**src/rtl/reg_scoreboard_if.sv**
```systemverilog
`default_nettype none
// ============================================================================
// Module   : reg_scoreboard_if
// Brief    : DE-stage issue / writeback / stall bundle of the register scoreboard.
// Revision : 1.0 - initial release
// ============================================================================
interface reg_scoreboard_if #(
  parameter int NUM_REGS   = 32,
  parameter int REGNO_BITS = 5,
  parameter int NUM_SRC    = 2,
  parameter int NUM_WB     = 1
);
  logic                         issue_valid_i;
  logic                         issue_wr_i;
  logic [REGNO_BITS-1:0]        issue_dst_i;
  logic [NUM_SRC-1:0]           src_use_i;
  logic [NUM_SRC*REGNO_BITS-1:0] src_regno_i;
  logic                         flush_i;
  logic [NUM_WB-1:0]            wb_valid_i;
  logic [NUM_WB*REGNO_BITS-1:0] wb_regno_i;
  logic                         stall_o;
  logic                         issue_fire_o;
  logic [NUM_REGS-1:0]          busy_vec_o;
  logic                         err_underflow_o;

  modport master (
    output issue_valid_i, issue_wr_i, issue_dst_i, src_use_i, src_regno_i,
           flush_i, wb_valid_i, wb_regno_i,
    input  stall_o, issue_fire_o, busy_vec_o, err_underflow_o
  );

  modport slave (
    input  issue_valid_i, issue_wr_i, issue_dst_i, src_use_i, src_regno_i,
           flush_i, wb_valid_i, wb_regno_i,
    output stall_o, issue_fire_o, busy_vec_o, err_underflow_o
  );
endinterface
`default_nettype wire

```
**src/rtl/reg_scoreboard.sv**
```systemverilog
`default_nettype none
// ============================================================================
// Module   : reg_scoreboard
// Brief    : Per-register in-flight writer counters producing DE stall/fire.
// Revision : 1.0 - initial release
// ============================================================================
module reg_scoreboard #(
  parameter int NUM_REGS   = 32,
  parameter int REGNO_BITS = 5,
  parameter int CNT_BITS   = 3,
  parameter int NUM_SRC    = 2,
  parameter int NUM_WB     = 1,
  parameter int WB_BYPASS  = 0
) (
  input  logic             clk,
  input  logic             reset,
  reg_scoreboard_if.slave  sb
);

  localparam int                  c_rel_bits = $clog2(NUM_WB + 1);
  localparam int                  c_sum_bits = CNT_BITS + c_rel_bits + 1;
  localparam logic [CNT_BITS-1:0] c_cnt_max  = '1;

  logic [CNT_BITS-1:0]   w_count [NUM_REGS];
  logic [c_rel_bits-1:0] w_rel   [NUM_REGS];
  logic                  w_uf    [NUM_REGS];
  logic                  w_uf_any;
  logic [REGNO_BITS-1:0] w_dst;
  logic                  w_src_hazard;
  logic                  w_sat_hazard;
  logic                  w_stall;
  logic                  w_fire;
  logic                  r_err;

  // Out-of-range indices alias register 0, which is never tracked.
  function automatic logic [REGNO_BITS-1:0] f_map(input logic [REGNO_BITS-1:0] idx);
    f_map = (32'(idx) < NUM_REGS) ? idx : '0;
  endfunction

  always_comb begin : p_release
    logic [REGNO_BITS-1:0] v_reg;
    v_reg = '0;
    for (int r = 0; r < NUM_REGS; r++) w_rel[r] = '0;
    for (int k = 0; k < NUM_WB; k++) begin
      v_reg = f_map(sb.wb_regno_i[k*REGNO_BITS +: REGNO_BITS]);
      if (sb.wb_valid_i[k] && (v_reg != '0))
        w_rel[v_reg] = w_rel[v_reg] + c_rel_bits'(1);
    end
  end

  always_comb begin : p_hazard
    logic [REGNO_BITS-1:0] v_src;
    logic [c_sum_bits-1:0] v_eff;
    v_src        = '0;
    v_eff        = '0;
    w_src_hazard = 1'b0;
    for (int k = 0; k < NUM_SRC; k++) begin
      v_src = f_map(sb.src_regno_i[k*REGNO_BITS +: REGNO_BITS]);
      v_eff = c_sum_bits'(w_count[v_src]);
      if (WB_BYPASS != 0)
        v_eff = v_eff - c_sum_bits'(w_rel[v_src]);
      if (sb.src_use_i[k] && (v_src != '0) && (v_eff != '0))
        w_src_hazard = 1'b1;
    end
  end

  // Saturation gets no writeback credit: the freed slot is usable next cycle.
  assign w_dst        = f_map(sb.issue_dst_i);
  assign w_sat_hazard = sb.issue_wr_i && (w_dst != '0) && (w_count[w_dst] == c_cnt_max);
  assign w_stall      = sb.issue_valid_i && !sb.flush_i && (w_src_hazard || w_sat_hazard);
  assign w_fire       = sb.issue_valid_i && !sb.flush_i && !w_stall;

  assign sb.stall_o         = w_stall;
  assign sb.issue_fire_o    = w_fire;
  assign sb.err_underflow_o = r_err;

  always_comb begin : p_busy
    sb.busy_vec_o = '0;
    w_uf_any      = 1'b0;
    for (int r = 0; r < NUM_REGS; r++) begin
      sb.busy_vec_o[r] = (w_count[r] != '0);
      w_uf_any         = w_uf_any | w_uf[r];
    end
  end

  for (genvar r = 0; r < NUM_REGS; r++) begin : g_reg
    if (r == 0) begin : g_zero
      assign w_count[r] = '0;
      assign w_uf[r]    = 1'b0;
    end else begin : g_cnt
      logic [CNT_BITS-1:0]   r_count;
      logic                  w_inc;
      logic [c_sum_bits-1:0] w_sum;

      assign w_inc   = w_fire && sb.issue_wr_i && (w_dst == REGNO_BITS'(r));
      assign w_sum   = c_sum_bits'(r_count) + c_sum_bits'(w_inc);
      assign w_uf[r] = (c_sum_bits'(w_rel[r]) > w_sum);

      always_ff @(posedge clk) begin
        if (!reset)
          r_count <= '0;
        else if (w_uf[r])
          r_count <= '0;
        else
          r_count <= CNT_BITS'(w_sum - c_sum_bits'(w_rel[r]));
      end

      assign w_count[r] = r_count;
    end
  end

  always_ff @(posedge clk) begin
    if (!reset)
      r_err <= 1'b0;
    else
      r_err <= r_err | w_uf_any;
  end

endmodule
`default_nettype wire

```
**src/flat_wrapper.sv**
```systemverilog
// flat-port wrapper written by rule: the top's interface ports become plain ports
module reg_scoreboard_flat 
#(
  parameter int NUM_REGS   = 32,
  parameter int REGNO_BITS = 5,
  parameter int CNT_BITS   = 3,
  parameter int NUM_SRC    = 2,
  parameter int NUM_WB     = 1,
  parameter int WB_BYPASS  = 0
)
  (clk, reset, sb_issue_valid_i, sb_issue_wr_i, sb_issue_dst_i, sb_src_use_i, sb_src_regno_i, sb_flush_i, sb_wb_valid_i, sb_wb_regno_i, sb_stall_o, sb_issue_fire_o, sb_busy_vec_o, sb_err_underflow_o);
  reg_scoreboard_if #(.NUM_REGS(NUM_REGS), .REGNO_BITS(REGNO_BITS), .NUM_SRC(NUM_SRC), .NUM_WB(NUM_WB)) sb_i ();
  input  logic clk;
  input  logic reset;
  input wire logic [$bits(sb_i.issue_valid_i)-1:0] sb_issue_valid_i;
  input wire logic [$bits(sb_i.issue_wr_i)-1:0] sb_issue_wr_i;
  input wire logic [$bits(sb_i.issue_dst_i)-1:0] sb_issue_dst_i;
  input wire logic [$bits(sb_i.src_use_i)-1:0] sb_src_use_i;
  input wire logic [$bits(sb_i.src_regno_i)-1:0] sb_src_regno_i;
  input wire logic [$bits(sb_i.flush_i)-1:0] sb_flush_i;
  input wire logic [$bits(sb_i.wb_valid_i)-1:0] sb_wb_valid_i;
  input wire logic [$bits(sb_i.wb_regno_i)-1:0] sb_wb_regno_i;
  output wire logic [$bits(sb_i.stall_o)-1:0] sb_stall_o;
  output wire logic [$bits(sb_i.issue_fire_o)-1:0] sb_issue_fire_o;
  output wire logic [$bits(sb_i.busy_vec_o)-1:0] sb_busy_vec_o;
  output wire logic [$bits(sb_i.err_underflow_o)-1:0] sb_err_underflow_o;
  assign sb_i.issue_valid_i = sb_issue_valid_i;
  assign sb_i.issue_wr_i = sb_issue_wr_i;
  assign sb_i.issue_dst_i = sb_issue_dst_i;
  assign sb_i.src_use_i = sb_src_use_i;
  assign sb_i.src_regno_i = sb_src_regno_i;
  assign sb_i.flush_i = sb_flush_i;
  assign sb_i.wb_valid_i = sb_wb_valid_i;
  assign sb_i.wb_regno_i = sb_wb_regno_i;
  assign sb_stall_o = sb_i.stall_o;
  assign sb_issue_fire_o = sb_i.issue_fire_o;
  assign sb_busy_vec_o = sb_i.busy_vec_o;
  assign sb_err_underflow_o = sb_i.err_underflow_o;
  reg_scoreboard #(.NUM_REGS(NUM_REGS), .REGNO_BITS(REGNO_BITS), .CNT_BITS(CNT_BITS), .NUM_SRC(NUM_SRC), .NUM_WB(NUM_WB), .WB_BYPASS(WB_BYPASS)) u_core (.clk(clk), .reset(reset), .sb(sb_i));
endmodule
```
**config.mk**
```make
export PLATFORM = sky130hd
export DESIGN_NAME = reg_scoreboard_flat
export DESIGN_NICKNAME = d
export VERILOG_FILES = /design/src/rtl/reg_scoreboard_if.sv /design/src/rtl/reg_scoreboard.sv /design/src/flat_wrapper.sv
export SDC_FILE = /design/constraint.sdc
export NUM_CORES = 1
export LEC_CHECK = 0
export ABC_AREA = 1
export CORE_AREA = 2 2 96 167
export DETAILED_ROUTE_END_ITERATION = 8
export DIE_AREA = 0 0 98 169
export HOLD_SLACK_MARGIN = 0.08
export MAX_ROUTING_LAYER = met4
export PLACE_DENSITY = 0.81
export SLEW_MARGIN = 20
export SYNTH_ARGS = -nofsm -noshare
export SYNTH_HDL_FRONTEND = slang
export SYNTH_SLANG_ARGS = --single-unit
```
**constraint.sdc**
```tcl
create_clock -name clk -period 3.3 [get_ports clk]
set_clock_uncertainty 0.05 [all_clocks]
set_input_delay 0.33 -clock clk [delete_from_list [all_inputs] [get_ports clk]]
set_output_delay 0.33 -clock clk [all_outputs]
set_load 0.01 [all_outputs]
```
# Yosys cells after proc, flatten, opt, wreduce, memory -nomap -nowiden
# Memories as Yosys holds them, arrays and structs flattened.
# Cells that the tools add are included.
[classes] n_mux=16 n_lt_le_gt_ge=36 addsub=63 n_reduce_logical=114 eq_ne=32 n_bitwise=37
[op_table] op="$add A3 B1 Y4" count=31
[op_table] op="$gt A1 B4 Y1" count=31
[op_table] op="$reduce_bool A3 Y1" count=33
[op_table] op="$sub A3 B1 Y3" count=31
[op_table] op="$eq A5 B5 Y1 const B" count=16
[op_table] op="$reduce_or A2 Y1" count=31
[op_table] op="$bmux W3 S5" count=3
[op_table] op="$logic_and A1 B1 Y1" count=43
[op_table] op="$eq A5 B4 Y1 const B" count=8
[op_table] op="$and A31 B31 Y31" count=1
[op_table] op="$mux W31" count=1
[op_table] op="$or A1 B1 Y1" count=31
[op_table] op="$ge A6 B6 Y1 const B" count=4
[op_table] op="$not A5 Y6" count=4
[op_table] op="$eq A5 B3 Y1 const B" count=4
[op_table] op="$reduce_bool A5 Y1" count=4
[op_table] op="$mux W3" count=6
[op_table] op="$eq A5 B2 Y1 const B" count=2
[op_table] op="$lt A6 B1 Y1 const B" count=1
[op_table] op="$demux W1 S5" count=1
[op_table] op="$eq A5 B1 Y1 const B" count=1
[op_table] op="$mux W1" count=5
[op_table] op="$eq A3 B3 Y1 const B" count=1
[op_table] op="$logic_not A1 Y1" count=2
[op_table] op="3 further kinds" count=3
[word_totals] regBits=94 inputBits=28 output_inout_bits=35 mem_bits_ro=32 memories=1
[memory_table] memory="(no name shown)" words=32 width=1 rd=1 rd_clocked_by_memory_dff=0 wr=0 line="reg_scoreboard.sv:47" rtl="w_rel[v_reg] = w_rel[v_reg] + c_rel_bits'(1);"

# Depth between registers and ports, before layout
[depth] ltp_word=47 ltp_mapped=28 mapped_depth_nobuf=26

# Worst setup path after synthesis
# Ideal clock, no wire load.
[synth_path] path_kind="input to register" start="input sb_issue_dst_i[1]" end="register u_core.r_err (netlist: u_core.sb.err_underflow_o)" path_slack_ns=0.222 path_buffers=3 cell_stages=27 setup_time_ns=0.125 t_arrival_ns=2.903 required_time_ns=3.125 cell_sequence="buf_6 > inv_2 > clkbuf_1 > nand2_1 > nand2_1 > nand2_1 > nand2_1 > nor2_1 > nor2_1 > nand2_1 > nand2_1 > nand2_1 > nand2_2 > nor2_4 > nand3_4 > buf_6 > nor2_2 > ha_1 > inv_1 > ha_1 > nor3_1 > nand3b_1 > nand2_1 > nor3_1 > nand4_1 > nor3_1 > a21oi_1"
[synth_between] elab_chain_cells=45 elab_cells_between_ends=168 cone_classes="31 x add/sub; 31 x order compare; 32 x eq/ne; 3 x mux; 32 x bitwise; 39 x reduce/logical"
[synth_rtl] item="start: declaration" line="flat_wrapper.sv:17" rtl="input wire logic [$bits(sb_i.issue_dst_i)-1:0] sb_issue_dst_i;"
[synth_rtl] item="$not A5 Y6 (not written as such)" line="reg_scoreboard.sv:69" rtl="assign w_sat_hazard = sb.issue_wr_i && (w_dst != '0) && (w_count[w_dst] == c_cnt_max);"
[synth_rtl] item="$bmux W3 S5" line="reg_scoreboard.sv:69"
[synth_rtl] item="$mux W3 (not written as such) (2 in series)" line="reg_scoreboard.sv:69"
[synth_rtl] item="$eq A3 B3 Y1" line="reg_scoreboard.sv:69"
[synth_rtl] item="$logic_and A1 B1 Y1" line="reg_scoreboard.sv:69"
[synth_rtl] item="$logic_or A1 B1 Y1" line="reg_scoreboard.sv:70" rtl="assign w_stall = sb.issue_valid_i && !sb.flush_i && (w_src_hazard || w_sat_hazard);"
[synth_rtl] item="$logic_and A1 B1 Y1" line="reg_scoreboard.sv:70"
[synth_rtl] item="$logic_not A1 Y1" line="reg_scoreboard.sv:71" rtl="assign w_fire = sb.issue_valid_i && !sb.flush_i && !w_stall;"
[synth_rtl] item="$logic_and A1 B1 Y1" line="reg_scoreboard.sv:71"
[synth_rtl] item="$logic_and A1 B1 Y1 (2 in series)" line="reg_scoreboard.sv:95" rtl="assign w_inc = w_fire && sb.issue_wr_i && (w_dst == REGNO_BITS'(r));"
[synth_rtl] item="$add A3 B1 Y4" line="reg_scoreboard.sv:96" rtl="assign w_sum = c_sum_bits'(r_count) + c_sum_bits'(w_inc);"
[synth_rtl] item="$gt A1 B4 Y1" line="reg_scoreboard.sv:97" rtl="assign w_uf[r] = (c_sum_bits'(w_rel[r]) > w_sum);"
[synth_rtl] item="$or A1 B1 Y1 (29 in series)" line="reg_scoreboard.sv:82" rtl="w_uf_any = w_uf_any | w_uf[r];"
[synth_rtl] item="$or A1 B1 Y1 (*)" line="reg_scoreboard.sv:82"
[synth_rtl] item="$or A1 B1 Y1 (*)" line="reg_scoreboard.sv:116" rtl="r_err <= r_err | w_uf_any;"
[synth_rtl] item="end signal: assignment" line="reg_scoreboard.sv:116"
[synth_rtl] item="end: declaration" line="reg_scoreboard.sv:33" rtl="logic r_err;"
# Mark *: on every way between the ends. The rest lies on a longest branch, timed or not. The select of a mux whose other input is x is not followed.
# A chain may end at the register's enable or synchronous reset.

# Worst setup path after layout
[layout_path] start="register u_core.g_reg[20].g_cnt.r_count[0]" end="register u_core.r_err (netlist: u_core.sb.err_underflow_o)"
[layout_between] elab_chain_cells=46 elab_cells_between_ends=146 cone_classes="31 x add/sub; 31 x order compare; 1 x eq/ne; 11 x mux; 31 x bitwise; 41 x reduce/logical"
[layout_rtl] item="start: declaration" line="reg_scoreboard.sv:91" rtl="logic [CNT_BITS-1:0] r_count;"
[layout_rtl] item="start signal: assignment" line="reg_scoreboard.sv:105" rtl="r_count <= CNT_BITS'(w_sum - c_sum_bits'(w_rel[r]));"
[layout_rtl] item="$bmux W3 S5" line="reg_scoreboard.sv:59" rtl="v_eff = c_sum_bits'(w_count[v_src]);"
[layout_rtl] item="$mux W3 (not written as such) (2 in series)" line="reg_scoreboard.sv:59"
[layout_rtl] item="$reduce_bool A3 Y1" line="reg_scoreboard.sv:62" rtl="if (sb.src_use_i[k] && (v_src != '0) && (v_eff != '0))"
[layout_rtl] item="$logic_and A1 B1 Y1" line="reg_scoreboard.sv:62"
[layout_rtl] item="$mux W1 (2 in series)" line="reg_scoreboard.sv:62"
[layout_rtl] item="$logic_or A1 B1 Y1" line="reg_scoreboard.sv:70"
[layout_rtl] item="$logic_and A1 B1 Y1" line="reg_scoreboard.sv:70"
[layout_rtl] item="$logic_not A1 Y1" line="reg_scoreboard.sv:71"
[layout_rtl] item="$logic_and A1 B1 Y1" line="reg_scoreboard.sv:71"
[layout_rtl] item="$logic_and A1 B1 Y1 (2 in series)" line="reg_scoreboard.sv:95"
[layout_rtl] item="$add A3 B1 Y4" line="reg_scoreboard.sv:96"
[layout_rtl] item="$gt A1 B4 Y1" line="reg_scoreboard.sv:97"
[layout_rtl] item="$or A1 B1 Y1 (29 in series)" line="reg_scoreboard.sv:82"
[layout_rtl] item="$or A1 B1 Y1 (*)" line="reg_scoreboard.sv:82"
[layout_rtl] item="$or A1 B1 Y1 (*)" line="reg_scoreboard.sv:116"
# Marked as above.

==> run_results.csv <==
group,metric,value,unit
status,run_status,"complete, but fails checks",
status,violations,"setup timing",
die,die_h,169,um
place,gp_congestion,1.03,
worst_setup_path,r2r_cells,24,
clocking,cts_h_tree_depth,3,
die,die_width,98,um
synth,syn_avg_cell_area,6.44,um2
worst_setup_path,timing.critical_path.to,"u_core.sb.err_underflow_o$_SDFF_PN0_",
clocking,clock_transition_at_the_registers_of_the_reported_paths,0.08,ns
run,cap_violations,0,
routing,drcViolationCount,0,
hold_path,min_path_type,"flop to flop",
place,dp_hpwl,25400,um
synth,synthesis.yosys.warnings,0,
clocking,cts_buffers,9,
worst_setup_path,worstPathArrival,3.89,ns
sta,max_freq,268,MHz
worst_setup_path,crit_path_end_kind,"flop",
sta,report.final.setup_viol,38,
die,num_io_pins,63,
worst_setup_path,register_to_register_setup_slack,-0.43,ns
routing,count_of_vias_placed_by_the_detailed_router,11300,
grt,met1_usage,0.391,
routing,detailedRoute.firstIterationViolations,981,
synth,synth_cell_area,0.00912,mm2
clocking,clkSinkCount,94,
place,post_placement_cell_count,1883,
grt,globalRouteTotalUtil,0.427,
cells_and_area,finalNonFillerCells,1944,
sta,worstMarginPinSlew,0.867,ns
routing,detail_route.first_pass.iterations,5,
routing,antenna_left,0,
sta,maxSlewHeadroom,0.421,
die,row_count,60,
clocking,cts_root_buf,"sky130_fd_sc_hd__clkbuf_16",
synth,synth.yosys.seq_area_share,0.206,
pwr,cellLeakagePower,6.49,nW
pwr,report.power.total,0.00306,W
synth,mappedNetlistNets,1599,
worst_setup_path,worst-setup-path-type,"flop to flop",
worst_setup_path,crit_path_cell_trace,"nor2_2 > nand2_2 > nand2_1 > nand2_1 > a21oi_1 > nand2_1 > nand3_1 > nand3_1 > nand2_1 > nand2_2 > nor2_4 > nand3_4 > buf_12 > nor2_2 > ha_4 > inv_1 > ha_1 > nor3_1 > nand3_1 > nand2_1 > nor3_2 > nand4_1 > nor3_4 > a21oi_1",
sta,finalCritPeriodShare,1.13,
grt,groute.layer.met2.usage,0.758,
die,fp.coreArea,0.0152,mm2
worst_setup_path,critical_path.startpoint,"u_core.g_reg[20].g_cnt.r_count[0]$_SDFF_PP0_",
synth,synthCells,1416,
routing,wire_length_per_cell,19.3,um
worst_setup_path,startpoint_of_the_lowest_slack_register_to_register_path,"u_core.g_reg[20].g_cnt.r_count[0]$_SDFF_PP0_",
grt,gr-max-usage-layer,"met2",
clocking,clock_latency,0.36,ns
routing,overall_routed_net_length,37600,um
sta,hold_viol,0,
die,floorplan.die_area,0.0166,mm2
grt,grt_pass1_vias,11300,
die,initial_utilization,0.599,
worst_setup_path,critPathMaxFanout,5,
cells_and_area,layout.core_utilization,0.872,
sta,rsz_0062_raised_after_global_routing,"true",
pwr,worst_vdd_drop,0.000241,V
synth,yosysTopAreaCellShare,0.213,
worst_setup_path,timing.critical_path.slowest_stage_cell,"sky130_fd_sc_hd__dfxtp_1",
sta,timing.final.max_slew_violations,0,
pwr,power_density,230,mW/mm2
grt,first_pass_grt_wire_length,54000,um
sta,post-route-worst-setup-slack,-0.430,ns
place,portBuffers,61,
cells_and_area,drive_gt1_frac,0.303,
synth,yosys.cell_types.count,34,
synth,yosys_register_bits,94,
worst_setup_path,worstPathRequired,3.46,ns
clocking,clock_path_buffers,2,
sta,timing.final.crit_period,3.73,ns
cells_and_area,area_growth_syn_to_layout,45.7,%
cells_and_area,nets,1935,
worst_setup_path,critical_path.most_common_cell,"sky130_fd_sc_hd__nand2_1",
grt,pin_count_of_the_biggest_net_entering_global_routing,22,
cells_and_area,layout.filler_cells,838,
worst_setup_path,endpoint_of_the_worst_slack_reg_to_reg_timing_path,"u_core.sb.err_underflow_o$_SDFF_PN0_",
clocking,holdBufCountCts,0,
grt,globalRouteMet3Util,0.0776,
grt,global_route.overflow_total,0,
worst_setup_path,cp_startpoint_kind,"flop",
synth,yosysTopAreaCell,"sky130_fd_sc_hd__ha_1",
synth,post_synth_main_area_contributors,"sky130_fd_sc_hd__ha_1, sky130_fd_sc_hd__dfxtp_1, sky130_fd_sc_hd__nand2_1",
worst_setup_path,cp_slowest_stage_delay,0.38,ns
clocking,tritoncts,"yes",
grt,antenna_violations_before_repair,1,
routing,route.detailed.vias_per_inst,5.81,
final cells by class:
class | instances | area (um2) | share of cell area
Clock buffer | 12 | 256 | 0.0193
Timing Repair Buffer | 360 | 3030 | 0.228
Multi-Input combinational cell | 1078 | 7030 | 0.529
Inverter | 209 | 795 | 0.0598
Sequential cell | 94 | 1910 | 0.144
Clock inverter | 4 | 31.3 | 0.00235
Antenna cell | 1 | 2.50 | 0.000188
Tap cell | 186 | 233 | 0.0175
stage by stage:
step | worst slack [ns] | TNS [ns] | hold WS (ns) | cell area, um2
global placement | -1.36 | -52.51 | 0.601 | 11700
detailed placement | -1.38 | -59.29 | 0.600 | 11700
finish | -0.430 | -3.51 | 0.630 | 13300
global route | -0.611 | -22.35 | 0.683 | 13300
floorplan | 0.222 | 0 | 0.536 | 9120
CTS | -0.198 | -0.353 | 0.604 | 12600
flip-flops by register name, summed over array words and instances, names as in the netlist:
name / cells
u_core.g.g_cnt.r_count: 93
u_core.sb.err_underflow_o: 1
worst max-delay path: cells and delay by family, from the launching register on:
| kind | cells | cell delay, ns |
|---|---|---|
| AO/OA/AOI/OAI | 2 | 0.22 |
| adder cells (fa/ha/maj) | 2 | 0.46 |
| buffers and inverters | 2 | 0.22 |
| flip-flops | 1 | 0.38 |
| AND/OR/NAND/NOR | 18 | 2.24 |
cells in the mapped netlist:
cell type                  count
sky130_fd_sc_hd__xor2_1       31
sky130_fd_sc_hd__o21a_1        1
sky130_fd_sc_hd__buf_6        13
sky130_fd_sc_hd__nand3b_1      2
sky130_fd_sc_hd__nor3b_1       1
sky130_fd_sc_hd__o21ai_0      19
sky130_fd_sc_hd__nor3_1       42
sky130_fd_sc_hd__nand2_2       1
sky130_fd_sc_hd__buf_2        10
sky130_fd_sc_hd__o211ai_1      4
sky130_fd_sc_hd__a21oi_1       9
sky130_fd_sc_hd__nor4_1        2
sky130_fd_sc_hd__nand2_1     385
sky130_fd_sc_hd__nand4_1      13
sky130_fd_sc_hd__and2_1        1
sky130_fd_sc_hd__buf_4         5
sky130_fd_sc_hd__inv_1       202
sky130_fd_sc_hd__buf_1         1
sky130_fd_sc_hd__nor2_1      203
sky130_fd_sc_hd__o21ai_1      10
sky130_fd_sc_hd__or2_2        14
sky130_fd_sc_hd__nand3_1     112
sky130_fd_sc_hd__conb_1        1
sky130_fd_sc_hd__nor2_2       24
sky130_fd_sc_hd__clkinv_1      1
sky130_fd_sc_hd__a21oi_2       1
sky130_fd_sc_hd__a31oi_1      13
sky130_fd_sc_hd__nor2_4        1
sky130_fd_sc_hd__dfxtp_1      94
sky130_fd_sc_hd__nand3_4       2
sky130_fd_sc_hd__clkbuf_1      6
sky130_fd_sc_hd__ha_1        155
sky130_fd_sc_hd__xnor2_1      31
sky130_fd_sc_hd__inv_2         6
timing repair:
item,in CTS,in global routing
endpoints found under the setup margin,96,94
buffers inserted,33,12
cloned,1,0
pin swaps,40,49
resized for setup,110,135
layer usage:
| metal | part of all wire | vias up |
|---|---|---|
| met1 | 0.32 | 5128 |
| met3 | 0.079 | 343 |
| met4 | 0.12 | 0 |
| li1 | - | 5101 |
| met5 | 0 | - |
| met2 | 0.49 | 730 |
worst min-delay path by stage:
stage / end / slack, ns / start / cells after the start
CTS: u_core.sb.err_underflow_o$_SDFF_PN0_ / 0.60 / u_core.sb.err_underflow_o$_SDFF_PN0_ / 4
global placement: u_core.sb.err_underflow_o$_SDFF_PN0_ / 0.60 / u_core.sb.err_underflow_o$_SDFF_PN0_ / 4
global route: u_core.sb.err_underflow_o$_SDFF_PN0_ / 0.68 / u_core.sb.err_underflow_o$_SDFF_PN0_ / 4
finish: u_core.sb.err_underflow_o$_SDFF_PN0_ / 0.63 / u_core.sb.err_underflow_o$_SDFF_PN0_ / 4
floorplan: u_core.g_reg[20].g_cnt.r_count[1]$_SDFF_PP0_ / 0.54 / u_core.g_reg[20].g_cnt.r_count[1]$_SDFF_PP0_ / 4
detailed placement: u_core.sb.err_underflow_o$_SDFF_PN0_ / 0.60 / u_core.sb.err_underflow_o$_SDFF_PN0_ / 4
where the power goes:
group / leakage, nW / total (W) / internal [W] / switching, W
combinational: 5.59 / 0.000803 / 0.000352 / 0.000452
clock: 0.131 / 0.00109 / 0.000557 / 0.000530
sequential: 0.770 / 0.00117 / 0.00115 / 0.0000187
cells by family (layout without fill, tap and decap cells):
group | after synthesis | count (layout) | share of synthesized area
AO/OA/AOI/OAI | 57 | 57 | 0.0348
other | 1 | 2 | 0.000411
adder cells (fa/ha/maj) | 155 | 155 | 0.213
buffers and inverters | 244 | 585 | 0.115
flip-flops | 94 | 94 | 0.206
XOR/XNOR | 62 | 62 | 0.0595
AND/OR/NAND/NOR | 803 | 803 | 0.372
placed cells by master (no fill, tap or decap), types with 11 or more instances in the layout:
cell / synthesis / layout
sky130_fd_sc_hd__clkdlybuf4s50_1: 0 / 49
sky130_fd_sc_hd__nor2_2: 24 / 22
sky130_fd_sc_hd__nor2_4: 1 / 19
sky130_fd_sc_hd__or2_2: 14 / 12
sky130_fd_sc_hd__inv_1: 202 / 184
sky130_fd_sc_hd__xnor2_1: 31 / 31
sky130_fd_sc_hd__nor2_1: 203 / 187
sky130_fd_sc_hd__o21ai_0: 19 / 14
sky130_fd_sc_hd__nand4_1: 13 / 13
sky130_fd_sc_hd__dfxtp_2: 0 / 21
sky130_fd_sc_hd__inv_2: 6 / 22
sky130_fd_sc_hd__ha_4: 0 / 22
sky130_fd_sc_hd__nand2_2: 1 / 27
sky130_fd_sc_hd__nor3_2: 0 / 24
sky130_fd_sc_hd__dfxtp_1: 94 / 72
sky130_fd_sc_hd__nand3_1: 112 / 104
sky130_fd_sc_hd__nand2_1: 385 / 358
sky130_fd_sc_hd__ha_1: 155 / 130
sky130_fd_sc_hd__buf_6: 13 / 11
sky130_fd_sc_hd__nor3_1: 42 / 16
sky130_fd_sc_hd__buf_4: 5 / 277
sky130_fd_sc_hd__o21ai_1: 10 / 11
sky130_fd_sc_hd__xor2_1: 31 / 29
No activity file was read; power rests on OpenSTA's default activity.
